File: src/rtl/disp_scan.sv
// Time-multiplexed 4-digit (parameterisable) seven-segment scanner.
// Feeds one nibble, a blanking bit and a point bit per digit period to an
// MC14495-style decoder and drives the matching active-low anode. Display
// data is double-buffered: updates are staged, then copied into a shadow
// register only at the frame boundary. Optional leading-zero suppression.
module disp_scan #(
  parameter int unsigned DIGITS      = 4,
  parameter int unsigned REFRESH_DIV = 100000
) (
  input  logic                  clk,
  input  logic                  rst,
  input  logic [4*DIGITS-1:0]   hexs,
  input  logic [DIGITS-1:0]     points,
  input  logic [DIGITS-1:0]     le_mask,
  input  logic                  blank_lead,
  input  logic                  update,
  output logic [DIGITS-1:0]     an,
  output logic [3:0]            hex_o,
  output logic                  le_o,
  output logic                  point_o,
  output logic                  frame_tick
);

  localparam int unsigned CW = (REFRESH_DIV > 1) ? $clog2(REFRESH_DIV) : 1;
  localparam int unsigned IW = (DIGITS > 1) ? $clog2(DIGITS) : 1;
  localparam logic [CW-1:0] CNT_LAST = CW'(REFRESH_DIV - 1);
  localparam logic [IW-1:0] IDX_LAST = IW'(DIGITS - 1);

  // Prescaler and digit index
  logic [CW-1:0] cnt, cnt_n;
  logic [IW-1:0] idx, idx_n;
  logic          last_cnt;
  logic          boundary;

  // Staging (written by update) and shadow (displayed) copies
  logic [DIGITS-1:0][3:0] stg_hex, sh_hex, sh_hex_n;
  logic [DIGITS-1:0]      stg_pt, sh_pt, sh_pt_n;
  logic [DIGITS-1:0]      stg_le, sh_le, sh_le_n;
  logic                   pending, pending_n;

  // Leading-zero suppression per digit
  logic [DIGITS-1:0]      sup;

  // Next-state output values
  logic [DIGITS-1:0]      an_n;
  logic [3:0]             hex_n;
  logic                   le_n;
  logic                   point_n;
  logic                   tick_n;

  // Next prescaler count and digit index
  always_comb begin
    last_cnt = (cnt == CNT_LAST);
    boundary = last_cnt && (idx == IDX_LAST);
    cnt_n    = last_cnt ? '0 : cnt + CW'(1);
    idx_n    = idx;
    if (last_cnt) begin
      idx_n = (idx == IDX_LAST) ? '0 : idx + IW'(1);
    end
  end

  // Shadow reload at frame boundary; an update in the boundary cycle itself
  // bypasses staging so it is not lost to the one-cycle staging delay.
  always_comb begin
    sh_hex_n  = sh_hex;
    sh_pt_n   = sh_pt;
    sh_le_n   = sh_le;
    pending_n = pending;
    if (update) begin
      pending_n = 1'b1;
    end
    if (boundary) begin
      if (update) begin
        sh_hex_n = hexs;
        sh_pt_n  = points;
        sh_le_n  = le_mask;
      end else if (pending) begin
        sh_hex_n = stg_hex;
        sh_pt_n  = stg_pt;
        sh_le_n  = stg_le;
      end
      pending_n = 1'b0;
    end
  end

  // Suppress digit i when blanking is on and it and every higher digit are zero
  always_comb begin
    logic zero_run;
    sup      = '0;
    zero_run = 1'b1;
    for (int unsigned i = DIGITS - 1; i >= 1; i--) begin
      zero_run = zero_run && (sh_hex_n[i] == 4'h0);
      sup[i]   = blank_lead && zero_run;
    end
  end

  // Output values for the upcoming cycle; all anodes off on the first cycle
  // of each digit period so segment data switches while nothing is lit.
  always_comb begin
    an_n = '1;
    if (cnt_n != '0) begin
      an_n[idx_n] = 1'b0;
    end
    hex_n   = sh_hex_n[idx_n];
    le_n    = sh_le_n[idx_n] | sup[idx_n];
    point_n = sh_pt_n[idx_n];
    tick_n  = (cnt_n == '0) && (idx_n == '0);
  end

  // Prescaler, index and pending flag
  always_ff @(posedge clk or posedge rst) begin
    if (rst) begin
      cnt     <= '0;
      idx     <= '0;
      pending <= 1'b0;
    end else begin
      cnt     <= cnt_n;
      idx     <= idx_n;
      pending <= pending_n;
    end
  end

  // Staging register captures every update strobe; the last one wins
  always_ff @(posedge clk or posedge rst) begin
    if (rst) begin
      stg_hex <= '0;
      stg_pt  <= '0;
      stg_le  <= '0;
    end else if (update) begin
      stg_hex <= hexs;
      stg_pt  <= points;
      stg_le  <= le_mask;
    end
  end

  // Shadow register holding the frame currently on display
  always_ff @(posedge clk or posedge rst) begin
    if (rst) begin
      sh_hex <= '0;
      sh_pt  <= '0;
      sh_le  <= '0;
    end else begin
      sh_hex <= sh_hex_n;
      sh_pt  <= sh_pt_n;
      sh_le  <= sh_le_n;
    end
  end

  // Registered decoder and anode outputs
  always_ff @(posedge clk or posedge rst) begin
    if (rst) begin
      an         <= '1;
      hex_o      <= '0;
      le_o       <= 1'b1;
      point_o    <= 1'b0;
      frame_tick <= 1'b0;
    end else begin
      an         <= an_n;
      hex_o      <= hex_n;
      le_o       <= le_n;
      point_o    <= point_n;
      frame_tick <= tick_n;
    end
  end

endmodule

File: config.mk
export PLATFORM = sky130hd
export DESIGN_NAME = disp_scan
export DESIGN_NICKNAME = d
export VERILOG_FILES = /design/src/rtl/disp_scan.sv
export SDC_FILE = /design/constraint.sdc
export NUM_CORES = 1
export LEC_CHECK = 0
export CORE_ASPECT_RATIO = 1.4
export CORE_UTILIZATION = 50
export CTS_CLUSTER_DIAMETER = 150
export DETAILED_ROUTE_END_ITERATION = 10
export HOLD_SLACK_MARGIN = 0.12
export PLACE_DENSITY = 0.72
export SLEW_MARGIN = 20
export SYNTH_ARGS = -nofsm -noshare
export SYNTH_HDL_FRONTEND = slang
export SYNTH_SLANG_ARGS = --single-unit
File: constraint.sdc
create_clock -name clk -period 3.6 [get_ports clk]
set_input_delay 0.36 -clock clk [delete_from_list [all_inputs] [get_ports clk]]
set_output_delay 0.36 -clock clk [all_outputs]
set_load 0.02 [all_outputs]
Word level (Yosys, flattened, before mapping)
Cells that the tools add are included.
{"block": "op_classes", "n_mux": 25, "n_bitwise": 2, "n_div": 0, "n_shift": 0, "mul": 0, "n_reduce_logical": 15, "eq_ne": 2, "order_cmp": 2, "addsub": 2}
{"cell": "$mux 16", "n": 3}
{"cell": "$mux 4", "n": 8}
{"cell": "$add 17x1->17 const B", "n": 1}
{"cell": "$eq 17x17->1 const B", "n": 1}
{"cell": "$logic_not 17->1", "n": 1}
{"cell": "$mux 17", "n": 1}
{"cell": "$reduce_bool 17->1", "n": 1}
{"cell": "$logic_not 4->1", "n": 3}
{"cell": "$bmux 4 s2", "n": 1}
{"cell": "$logic_and 1x1->1", "n": 8}
{"cell": "$bmux 1 s2", "n": 3}
{"cell": "$mux 1", "n": 6}
{"cell": "$mux 2", "n": 2}
{"cell": "$not 4->4", "n": 1}
{"cell": "$lt 2x3->1 const B", "n": 1}
{"cell": "$add 2x1->2 const B", "n": 1}
{"cell": "$demux 1 s2", "n": 1}
{"cell": "$eq 2x2->1 const B", "n": 1}
{"cell": "$ge 2x1->1 const B", "n": 1}
{"cell": "$logic_not 2->1", "n": 1}
{"cell": "$reduce_bool 2->1", "n": 1}
{"cell": "$or 1x1->1", "n": 1}
{"block": "totals", "mem_bits_rw": 0, "n_memories": 0, "out_inout_bits": 11, "latchBits": 0, "in_bits": 28, "wordCells": 68, "regBits": 79, "romBits": 0}

Longest topological paths before layout
{"block": "depth", "depth_word": 10, "mapped_depth": 11, "ltp_nobuf": 9}

Worst setup path after synthesis
No wires, ideal clock.
{"block": "synth_path", "path_type": "register to register", "startpoint": "register cnt[0]", "endpoint": "register le_o", "slack_ns": 1.364, "required_time_ns": 3.527, "period_less_slack_ns": 2.236, "setup_ns": 0.073, "arrival_time_ns": 2.162, "path_stages_with_launch": 12, "n_path_buf": 3, "cell_sequence": "dfrtp_1 ha_1 and4_4 and4_4 buf_6 and2_4 buf_6 buf_8 mux2i_2 a31o_1 o2111ai_1 o21bai_1"}
{"block": "synth_between", "elab_chain_cells": 10, "word_cells_on_any_way": 18, "cone_classes": "eq/ne (1); mux (7); bitwise (1); reduce/logical (9)"}
{"element": "start: declaration", "line_no": "30", "text": "logic [CW-1:0] cnt, cnt_n;"}
{"element": "start signal: assignment", "line_no": "117", "text": "cnt <= cnt_n;"}
{"element": "$eq 17x17->1 (*)", "line_no": "53", "text": "last_cnt = (cnt == CNT_LAST);"}
{"element": "$logic_and 1x1->1", "line_no": "54", "text": "boundary = last_cnt && (idx == IDX_LAST);"}
{"element": "$mux 16", "line_no": "72", "text": "if (boundary) begin"}
{"element": "$logic_not 4->1", "line_no": "92", "text": "zero_run = zero_run && (sh_hex_n[i] == 4'h0);"}
{"element": "$logic_and 1x1->1 (2 in a row)", "line_no": "92"}
{"element": "$logic_and 1x1->1", "line_no": "93", "text": "sup[i] = blank_lead && zero_run;"}
{"element": "$bmux 1 s2", "line_no": "105", "text": "le_n = sh_le_n[idx_n] | sup[idx_n];"}
{"element": "$mux 1 (not written as such)", "line_no": "105"}
{"element": "$or 1x1->1 (*)", "line_no": "105"}
{"element": "net le_n", "line_no": "47", "text": "logic le_n;"}
{"element": "end signal: assignment", "line_no": "160", "text": "le_o <= le_n;"}
{"element": "end: declaration", "line_no": "19", "text": "output logic le_o,"}
Mark *: on every way through the listed nets, which the timed path passes. The rest lies on a longest branch. The select of a mux whose other input is x is not followed.
A chain may end at the register's enable or synchronous reset.

Final worst setup path
Same ends and word-level chain as after synthesis.

==> results.cfg <==
[cts]
ctsResizeCount = 0
max-clock-path-buffers = 2
path_clk_slew_ns = 0.08
cts_tree = done
cts_made_buffers = 9
h-tree-depth = 3
root_buffer = clkbuf_8
post-cts-setup-buffer-count = 0
clock_latency_ns = 0.35
cts_num_sinks = 79
hold_buffers = 0

[critical_path]
crit_path_end = le_o
worstPathRequired_ns = 3.88
reg2reg_slack_ns = 1.10
critPathLaunch = cnt[0]
r2r-end = le_o
path_class = reg2reg
r2r_cells = 8
start_kind = register
critPathMaxFanout = 16
cp-end-kind = register
reg2reg_from = cnt[0]
arrival_ns = 2.78

[drt]
num_vias = 2392
vias_per_cell = 5.35
drt_iter0_markers = 154
ant_nets = 0
dr.pass1.iters = 4
wirelength_um = 6880
post_drt_wl_per_cell_um = 15.4
drc = 0

[timing]
finalSetupViolCount = 0
rsz0062_at_grt = false
maxClockFrequency_mhz = 400
hold_viol_final = 0
slew_headroom_pct = 65.6
slew_violations = 0
fin_crit_ns = 2.50
setup_tns_ns = 0
tightest_slew_ns = 0.511
period_share_pct = 69.5
clock_skew_ns = 0.00675

[synth]
ys_seq_area_share_pct = 54.9
synth_ff_type = dfrtp_1
syn_avg_cell_area_um2 = 11.8
mappedNetlistArea_um2 = 3610
async_reset_ff_share_pct = 100
synth_top_area_share_pct = 51.2
yosys-top-cells-area = dfrtp_1, mux2_2, mux2i_1
post-synth-top-count-cell = dfrtp_1
syn_inst = 306
synth_seq_cells = 79
synthDistinctLibCells = 54
synth-edff-count = 0
synth_largest_area_cell = dfrtp_1
syn_nets = 336
synthTopCellsByCount = dfrtp_1, mux2_2, nand2_1
yosys_warnings = 0

[cells_and_area]
diodes = 0
multi_input_area_um2 = 1450
drive_above_1_share_pct = 19.3
area_growth_pct = 18.7
fin_util_pct = 61.4
regArea_um2 = 1980
nets = 377
fillers = 572

[global_routing]
grt_max_degree = 80
antenna_found_initial = 0
grt_pass1_wl_um = 11000
grtUsageTotal_pct = 19.9
overflow = 0
grt_pass1_vias = 2299

[floorplan]
io_pins = 39
core_area_um2 = 6980
dieWidth_um = 73.9
die-area_um2 = 7580
initial_core_util_pct = 51.8
die_y_um = 103
rows = 36

[place]
hpwl_um = 4960
routabilityCongestion = 0.867
portBuffers = 38

[power]
ir_drop_uv = 250
p_leak_nw = 1.98
power_density_nw_per_um2 = 411

[worst_hold_path]
hp-class = in2async

[job]
maxCapViolations = 0

[status]
outcome = finished clean
## final cells by class
cell class / count / area share (%)
Inverter: 20 / 1.75
Multi-Input combinational cell: 194 / 33.8
Clock buffer: 11 / 3.53
Timing Repair Buffer: 43 / 10.0
Tap cell: 95 / 2.77
Sequential cell: 79 / 46.2
Clock inverter: 5 / 1.84
## metal layers
layer / global-route usage [%] / part of all wire [%]
met1: 25.5 / 43
met2: 32.2 / 51
met5: 0 / 0
met4: 9.17 / 1.8
met3: 4.40 / 3.6
## power by group
group / internal, mW / switching, mW
Combinational: 0.0531 / 0.0470
Sequential: 0.913 / 0.00699
Clock: 0.428 / 0.313
Total: 1.39 / 0.367
## sequential cells by signal (all words and copies together) (netlist names)
signal / cells
point_o: 1
sh_pt: 4
frame_tick: 1
pending: 1
sh_hex: 16
cnt: 17
idx: 2
stg_pt: 4
le_o: 1
stg_le: 4
stg_hex: 16
sh_le: 4
hex_o: 4
an: 4
## through the flow
step,total power [mW],setup slack (ns),cell area (um^2),std cells,hold WS [ns]
CTS,1.79,1.07,4290,447,0.423
global route,1.83,0.929,4290,447,0.440
floorplan,0.991,1.22,3610,306,0.439
global placement,1.04,0.999,4060,431,0.460
finish,1.76,1.10,4290,447,0.401
detailed placement,1.04,0.995,4060,431,0.476
## layout by cell type (no fill, tap or decap), drive strengths merged, types with 2 or more instances in the layout
cell type      Yosys  routed
a21oi              6       6
a31o               2       2
and2               3       3
and4               3       3
and4b              3       3
buf               11       5
bufinv             0       2
clkbuf             2      11
clkdlybuf4s50      0      38
clkinv             0       2
dfrtp             74      74
dfstp              5       5
ha                 2       2
inv               20      21
mux2              29      29
mux2i             17      17
nand2             28      28
nand3             11      11
nand4              6       6
nor2              19      19
nor2b              2       2
nor3               8       8
nor4               4       4
nor4b              2       2
o2111ai            2       2
o21ai             11      11
o221a              2       2
o22ai              3       3
or3                2       2
xnor2             12      12
xor2               4       4
## worst min-delay path by stage
stage and to:
6_report cnt[3], 5_1_grt stg_hex[12], 4_1_cts stg_hex[12], 3_5_place_dp stg_le[1], 3_3_place_gp stg_le[0], 2_1_floorplan stg_hex[6]
## logic make-up (layout without fill, tap and decap cells)
| group | Yosys count | in the layout | share of synthesized area (%) |
|---|---|---|---|
| buffers and inverters | 33 | 79 | 4.98 |
| AND/OR/NAND/NOR | 94 | 94 | 14.4 |
| multiplexers | 46 | 46 | 14.2 |
| flip-flops | 79 | 79 | 54.9 |
| XOR/XNOR | 16 | 16 | 3.88 |
| adder cells (fa/ha/maj) | 2 | 2 | 0.692 |
| AO/OA/AOI/OAI | 36 | 36 | 7.03 |
## worst max-delay path: stages, from the launching register on
cell       delay [ns]
dfrtp_1          0.41
ha_1             0.22
and4_4           0.26
and4_4           0.33
and2_4           0.32
mux2i_1          0.35
a31o_1           0.19
o2111ai_1        0.16
o21bai_1         0.18
No activity file was read; power rests on OpenSTA's default activity.
